==> config.mk <==
export PLATFORM = sky130hd
export DESIGN_NAME = sram_access_arbiter
export DESIGN_NICKNAME = d
export VERILOG_FILES = /design/src/rtl/sram_access_arbiter.sv
export SDC_FILE = /design/constraint.sdc
export NUM_CORES = 1
export LEC_CHECK = 0
export CORE_MARGIN = 5
export CORE_UTILIZATION = 41
export DETAILED_ROUTE_END_ITERATION = 8
export PLACE_DENSITY = 0.85
export SYNTH_ARGS = -nofsm -noshare
export SYNTH_HDL_FRONTEND = slang
export SYNTH_SLANG_ARGS = --single-unit
==> constraint.sdc <==
create_clock -name Clk -period 2.8 [get_ports Clk]
set_input_delay 0.56 -clock Clk [delete_from_list [all_inputs] [get_ports Clk]]
set_output_delay 0.56 -clock Clk [all_outputs]
set_load 0.01 [all_outputs]
==> src/rtl/sram_access_arbiter.sv <==
// Two-port arbiter for the shared off-chip SRAM: round-robin grant, fixed-length
// strobe window, registered read capture and a one-cycle Done pulse per access.
module sram_access_arbiter #(
  parameter int ADDR_W      = 20,
  parameter int DATA_W      = 16,
  parameter int WAIT_CYCLES = 2
) (
  input  logic              Clk,
  input  logic              Reset,
  input  logic              Req0,
  input  logic              Req1,
  input  logic              We0,
  input  logic              We1,
  input  logic [ADDR_W-1:0] Addr0,
  input  logic [ADDR_W-1:0] Addr1,
  input  logic [DATA_W-1:0] Wdata0,
  input  logic [DATA_W-1:0] Wdata1,
  output logic              Done0,
  output logic              Done1,
  output logic [DATA_W-1:0] Rdata,
  output logic              Busy,
  output logic [ADDR_W-1:0] Mem_ADDR,
  output logic [DATA_W-1:0] Data_to_SRAM,
  output logic              Data_OE,
  input  logic [DATA_W-1:0] Data_from_SRAM,
  output logic              Mem_CE,
  output logic              Mem_OE,
  output logic              Mem_WE,
  output logic              Mem_UB,
  output logic              Mem_LB,
  output logic [1:0]        Dbg_state
);

  typedef enum logic [1:0] {
    S_IDLE    = 2'd0,
    S_ACCESS  = 2'd1,
    S_RECOVER = 2'd2
  } state_t;

  localparam logic [3:0] CNT_INIT = 4'(WAIT_CYCLES - 1);

  state_t              state_q;
  logic [3:0]          cnt_q;
  logic                port_q;
  logic                we_q;
  logic                prio_q;
  logic                mask0_q;
  logic                mask1_q;
  logic                done0_q;
  logic                done1_q;
  logic [DATA_W-1:0]   rdata_q;
  logic [ADDR_W-1:0]   addr_q;
  logic [DATA_W-1:0]   wdata_q;
  logic                data_oe_q;
  logic                ce_n_q;
  logic                oe_n_q;
  logic                we_n_q;
  logic                ub_n_q;
  logic                lb_n_q;

  // Handshake: a requester raises ReqN with WeN/AddrN/WdataN stable and keeps them
  // until DoneN pulses; a grant is final, so dropping ReqN afterwards cannot cancel it.
  // The served port is masked for one IDLE cycle so a late-dropped Req is not re-served.
  logic                elig0_d;
  logic                elig1_d;
  logic                grant_valid_d;
  logic                grant_port_d;
  logic                grant_we_d;
  logic [ADDR_W-1:0]   grant_addr_d;
  logic [DATA_W-1:0]   grant_wdata_d;

  always_comb begin
    elig0_d       = Req0 && !mask0_q;
    elig1_d       = Req1 && !mask1_q;
    grant_valid_d = elig0_d || elig1_d;
    grant_port_d  = (elig0_d && elig1_d) ? prio_q : elig1_d;
    grant_we_d    = grant_port_d ? We1 : We0;
    grant_addr_d  = grant_port_d ? Addr1 : Addr0;
    grant_wdata_d = grant_port_d ? Wdata1 : Wdata0;
  end

  always_ff @(posedge Clk) begin
    if (Reset) begin
      state_q   <= S_IDLE;
      cnt_q     <= '0;
      port_q    <= 1'b0;
      we_q      <= 1'b0;
      prio_q    <= 1'b0;
      mask0_q   <= 1'b0;
      mask1_q   <= 1'b0;
      done0_q   <= 1'b0;
      done1_q   <= 1'b0;
      rdata_q   <= '0;
      addr_q    <= '0;
      wdata_q   <= '0;
      data_oe_q <= 1'b0;
      ce_n_q    <= 1'b1;
      oe_n_q    <= 1'b1;
      we_n_q    <= 1'b1;
      ub_n_q    <= 1'b1;
      lb_n_q    <= 1'b1;
    end else begin
      done0_q <= 1'b0;
      done1_q <= 1'b0;
      mask0_q <= 1'b0;
      mask1_q <= 1'b0;
      case (state_q)
        S_IDLE: begin
          if (grant_valid_d) begin
            state_q   <= S_ACCESS;
            cnt_q     <= CNT_INIT;
            port_q    <= grant_port_d;
            we_q      <= grant_we_d;
            addr_q    <= grant_addr_d;
            wdata_q   <= grant_wdata_d;
            ce_n_q    <= 1'b0;
            ub_n_q    <= 1'b0;
            lb_n_q    <= 1'b0;
            oe_n_q    <= grant_we_d;
            we_n_q    <= !grant_we_d;
            data_oe_q <= grant_we_d;
          end
        end
        S_ACCESS: begin
          if (cnt_q == 4'd0) begin
            state_q   <= S_RECOVER;
            oe_n_q    <= 1'b1;
            we_n_q    <= 1'b1;
            data_oe_q <= 1'b0;
            done0_q   <= !port_q;
            done1_q   <= port_q;
            // Strobes are still active during this last cycle, so the bus is valid.
            if (!we_q) begin
              rdata_q <= Data_from_SRAM;
            end
          end else begin
            cnt_q <= cnt_q - 4'd1;
          end
        end
        S_RECOVER: begin
          state_q <= S_IDLE;
          ce_n_q  <= 1'b1;
          ub_n_q  <= 1'b1;
          lb_n_q  <= 1'b1;
          prio_q  <= !port_q;
          mask0_q <= !port_q;
          mask1_q <= port_q;
        end
        default: begin
          state_q   <= S_IDLE;
          ce_n_q    <= 1'b1;
          oe_n_q    <= 1'b1;
          we_n_q    <= 1'b1;
          ub_n_q    <= 1'b1;
          lb_n_q    <= 1'b1;
          data_oe_q <= 1'b0;
        end
      endcase
    end
  end

  assign Done0        = done0_q;
  assign Done1        = done1_q;
  assign Rdata        = rdata_q;
  assign Busy         = (state_q != S_IDLE);
  assign Mem_ADDR     = addr_q;
  assign Data_to_SRAM = wdata_q;
  assign Data_OE      = data_oe_q;
  assign Mem_CE       = ce_n_q;
  assign Mem_OE       = oe_n_q;
  assign Mem_WE       = we_n_q;
  assign Mem_UB       = ub_n_q;
  assign Mem_LB       = lb_n_q;
  assign Dbg_state    = state_q;

endmodule

# --- After elaboration in Yosys (flattened, before gate mapping) ---
# Index checks and enable logic that the tools add are counted.
word_totals:
  inputBits: 94
  reg_bits: 69
  wordCells: 65
op_classes:
  reduce_logical: 20
  mux: 19
  addsub: 1
  n_eq_ne: 5
  bitwise: 4
ops:
  columns: ["op", "n"]
  rows:
  - ["$mux 20", 1]
  - ["$mux 16", 1]
  - ["$pmux 1 s3", 3]
  - ["$reduce_and 3->1", 3]
  - ["$mux 4", 2]
  - ["$pmux 4 s2", 1]
  - ["$mux 1", 7]
  - ["$ne 2x2->1 const B", 3]
  - ["$reduce_and 2->1", 3]
  - ["$logic_not 1->1", 4]
  - ["$logic_not 4->1", 1]
  - ["$mux 2", 2]
  - ["$not 1->1", 4]
  - ["$pmux 2 s2", 1]
  - ["$reduce_bool 2->1", 2]
  - ["$sub 4x1->4 const B", 1]
  - ["$logic_and 1x1->1", 3]
  - ["$reduce_or 3->1", 1]
  - ["$eq 2x1->1 const B", 1]
  - ["$eq 2x2->1 const B", 1]
  - ["$logic_not 2->1", 1]
  - ["$pmux 1 s2", 1]
  - ["$reduce_or 2->1", 1]
  - ["$logic_or 1x1->1", 1]

# --- Logic depth before layout (Yosys ltp) ---
logic_depth:
  ltp_word: 8
  mapped_depth: 7
  mapped_depth_nobuf: 6

# --- Worst setup path after synthesis ---
# OpenSTA, ideal clock, no wires.
synth_path:
  path_type: "register -> register"
  startpoint: "register cnt_q[0]"
  endpoint: "register rdata_q[5], in the netlist Rdata[5]"
  t_arrival_ns: 1.713
  setup_slack_ns: 0.959
  path_stages_with_launch: 8
  required_time_ns: 2.672
  path_buffers: 1
  path_cell_list: "dfxtp_1 > inv_1 > ha_1 > or3b_4 > nor3_4 > buf_12 > mux2i_1 > nor2_1"
synth_via:
  elab_chain_cells: 2
synth_rtl:
  columns: ["item", "line_no", "text"]
  rows:
  - ["start, declared", "43", "logic [3:0] cnt_q;"]
  - ["start signal, assigned", "137", "cnt_q <= cnt_q - 4'd1;"]
  - ["$logic_not 4->1", "125", "if (cnt_q == 4'd0) begin"]
  - ["$reduce_and 3->1 (no line)", null, null]
  - ["end signal, assigned", "134", "rdata_q <= Data_from_SRAM;"]
  - ["end, declared", "51", "logic [DATA_W-1:0] rdata_q;"]
# No other way between the ends.
# A chain may end at the register's enable or synchronous reset.

# --- Worst setup path after layout ---
layout_path:
  startpoint: "register state_q[1], in the netlist Dbg_state[1]"
  endpoint: "output Busy"
layout_via:
  elab_chain_cells: 1
layout_rtl:
  columns: ["item", "line_no", "text"]
  rows:
  - ["start, declared", "42", "state_t state_q;"]
  - ["start signal, assigned", "84", "state_q <= S_IDLE;"]
  - ["start signal, assigned", "110", "state_q <= S_ACCESS;"]
  - ["start signal, assigned", "126", "state_q <= S_RECOVER;"]
  - ["$reduce_bool 2->1", "165", "assign Busy = (state_q != S_IDLE);"]
  - ["end, declared", "21", "output logic Busy,"]
# No other way between the ends.

==> results.sh <==
export IMPL_syn_num_nets=428
export IMPL_diodes=0
export IMPL_finalPower_mw=3.14
export IMPL_tns_ns=0
export IMPL_cp_data_required_time_ns=2.24
export IMPL_min_path_type="register to register"
export IMPL_ys_seq_area_frac=0.494
export IMPL_clock_skew_ns=0.00903
export IMPL_pin_count=157
export IMPL_antenna_found_initial=0
export IMPL_run_status="complete, no violations"
export IMPL_cp_start_kind="register"
export IMPL_wirelength_mm=8.40
export IMPL_clkSlewWorstSetupHoldPaths_ns=0.08
export IMPL_synthFlopType="dfxtp_1"
export IMPL_start_util=0.416
export IMPL_max_freq_ghz=0.469
export IMPL_num_nets_final=579
export IMPL_grt_pass1_vias=2838
export IMPL_grt_pass1_wl_mm=13.4
export IMPL_wl_per_cell_um=14.8
export IMPL_hold_buffers=0
export IMPL_drt_iter0_markers=149
export IMPL_dieWidth_um=92.6
export IMPL_reg2reg_slack_ns=0.95
export IMPL_setup_viol=0
export IMPL_tightest_slew_ns=0.452
export IMPL_drv_cap=0
export IMPL_cp_slowest_cell="clkdlybuf4s50_1"
export IMPL_vias_per_cell=5.08
export IMPL_cp_max_fo=8
export IMPL_drc=0
export IMPL_ant_nets=0
export IMPL_slowest_delay_ns=0.51
export IMPL_cts_setup_buffers=0
export IMPL_cts_buffers=9
export IMPL_numClockSinks=69
export IMPL_yosysWarnings=0
export IMPL_drive_gt1_frac=0.0656
export IMPL_finalCoreUtilization=0.695
export IMPL_die_y_um=92.6
export IMPL_track_usage=0.196
export IMPL_p_leak_nw=1.81
export IMPL_hold_depth=2
export IMPL_clockBufferDepth=2
export IMPL_worst_slack_ns=0.668
export IMPL_min_period_over_period=0.761
export IMPL_worst_endpoint_arrival_ns=1.57
export IMPL_syn_to_final_growth_pct=67.1
export IMPL_die_area_um2=8570
export IMPL_synth_top_area_share=0.494
export IMPL_grt_max_degree=38
export IMPL_syn_cell_area_um2=2800
export IMPL_cts_repair_resized=0
export IMPL_ys_top_cells_by_area="dfxtp_1, nand2_1, a31oi_1, o21ai_0, mux2i_1"
export IMPL_clockRootBuffer="clkbuf_8"
export IMPL_synth_edff_count=0
export IMPL_portBuffers=156
export IMPL_final_hold_viol_count=0
export IMPL_slew_headroom=0.698
export IMPL_rsz0062_at_grt="false"
export IMPL_p_per_area_nw_per_um2=673
export IMPL_core_area_um2=6720
export IMPL_num_rows=30
export IMPL_synth_top_area_cell="dfxtp_1"
export IMPL_htreeDepth=3
export IMPL_vias=2888
export IMPL_clock_latency_ns=0.33
export IMPL_cts_tree="done"
export IMPL_path_cells="or2_2 > clkdlybuf4s50_1"
export IMPL_setup_worst_path_end_class="output port"
export IMPL_synth_seq_cells=69
export IMPL_place_hpwl_mm=6.31
export IMPL_slew_viol_final=0
export IMPL_gp_congestion=0.816
export IMPL_period_needed_ns=2.13
export IMPL_overflow=0
export IMPL_crit_type="register to output port"
export IMPL_dr_pass1_iters=4
export IMPL_synth_avg_cell_area_um2=8.42
export IMPL_max_vdd_ir_drop_mv=0.321
export IMPL_post_place_ws_ns=0.549
export IMPL_syn_instance_count=332
export IMPL_r2r_cells=7
export IMPL_synthArstFlopShare=0
export IMPL_synth_distinct_cells=37
==> layout make-up <==
cell class	instances	area, um2
clock buffer	9	124
clock inverter	7	114
fill	538	2050
inverter	5	18.8
multi-input combinational	233	1280
sequential	69	1380
tap	80	100
timing repair buffer	165	1650
==> power by group <==
part	switching, mW	internal, mW
registers	0.0820	1.13
logic	0.440	0.532
clock network	0.369	0.589
==> cells by family after synthesis <==
group,count (synthesis),share of synthesized area
AND/OR/NAND/NOR,122,0.188
AO/OA/AOI/OAI,91,0.193
flip-flops,69,0.494
adder cells (fa/ha/maj),2,0.00895
buffers and inverters,30,0.0515
multiplexers,18,0.0645
==> state kept, by name (all words and copies together), names as in the netlist <==
signal	count
Rdata	16
Data_OE	1
port_q	1
Done0	1
we_q	1
Mem_WE	1
Mem_OE	1
mask0_q	1
Mem_LB	1
Data_to_SRAM	16
prio_q	1
Dbg_state	2
cnt_q	4
Mem_ADDR	20
Done1	1
mask1_q	1
==> through the flow <==
step / hold WS, ns / cells / instance area (um2)
global placement: 0.472 / 552 / 4430
global route: 0.535 / 568 / 4670
detailed placement: 0.480 / 552 / 4430
finish: 0.495 / 568 / 4670
floorplan: 0.470 / 332 / 2800
CTS: 0.500 / 568 / 4670
==> worst max-delay path: cells and delay by family, from the launching register on <==
kind	cells	cell delay [ns]
buf+inv	1	0.51
flops	1	0.38
simple gates	1	0.37
==> worst paths after layout <==
kind                             startpoint                endpoint
setup / recovery  Dbg_state[1]$_SDFFE_PP0P_                    Busy
hold / removal       Rdata[10]$_SDFFE_PP0P_  Rdata[10]$_SDFFE_PP0P_
setup reg to reg      cnt_q[0]$_SDFFE_PP0P_   Rdata[7]$_SDFFE_PP0P_
hold reg to reg      Rdata[10]$_SDFFE_PP0P_  Rdata[10]$_SDFFE_PP0P_
==> cells in the final DEF (no fill, tap or decap), types with 2 or more instances in the layout <==
cell type,instances
dfxtp_1,69
clkbuf_8,9
nor3b_1,2
ha_1,2
mux2i_1,18
a211oi_1,2
buf_4,7
clkdlybuf4s50_1,156
buf_12,2
clkinv_2,3
or3_1,2
a21oi_1,3
nand2b_1,3
o21ai_0,39
or2_2,2
a31oi_1,37
a21o_1,2
nand2_1,77
bufinv_16,3
nor2_1,25
nor2b_1,3
inv_1,5
==> Yosys cell counts, drive strengths merged (3+ instances only) <==
master	instances
nand2	77
dfxtp	69
o21ai	40
a31oi	37
nor2	25
mux2i	18
clkbuf	15
buf	10
inv	5
a21oi	4
nand2b	3
nor2b	3
or3	3
==> per-layer routing <==
layer	wire length (um)	track usage	share of wire	up-vias
met4	149	0.0804	0.018	0
met1	3260	0.221	0.39	1316
li1	-	-	-	1447
met5	0	0	0	-
met2	4130	0.333	0.49	113
met3	858	0.0715	0.10	12
Note: power is estimated with default switching activity, not from simulation.
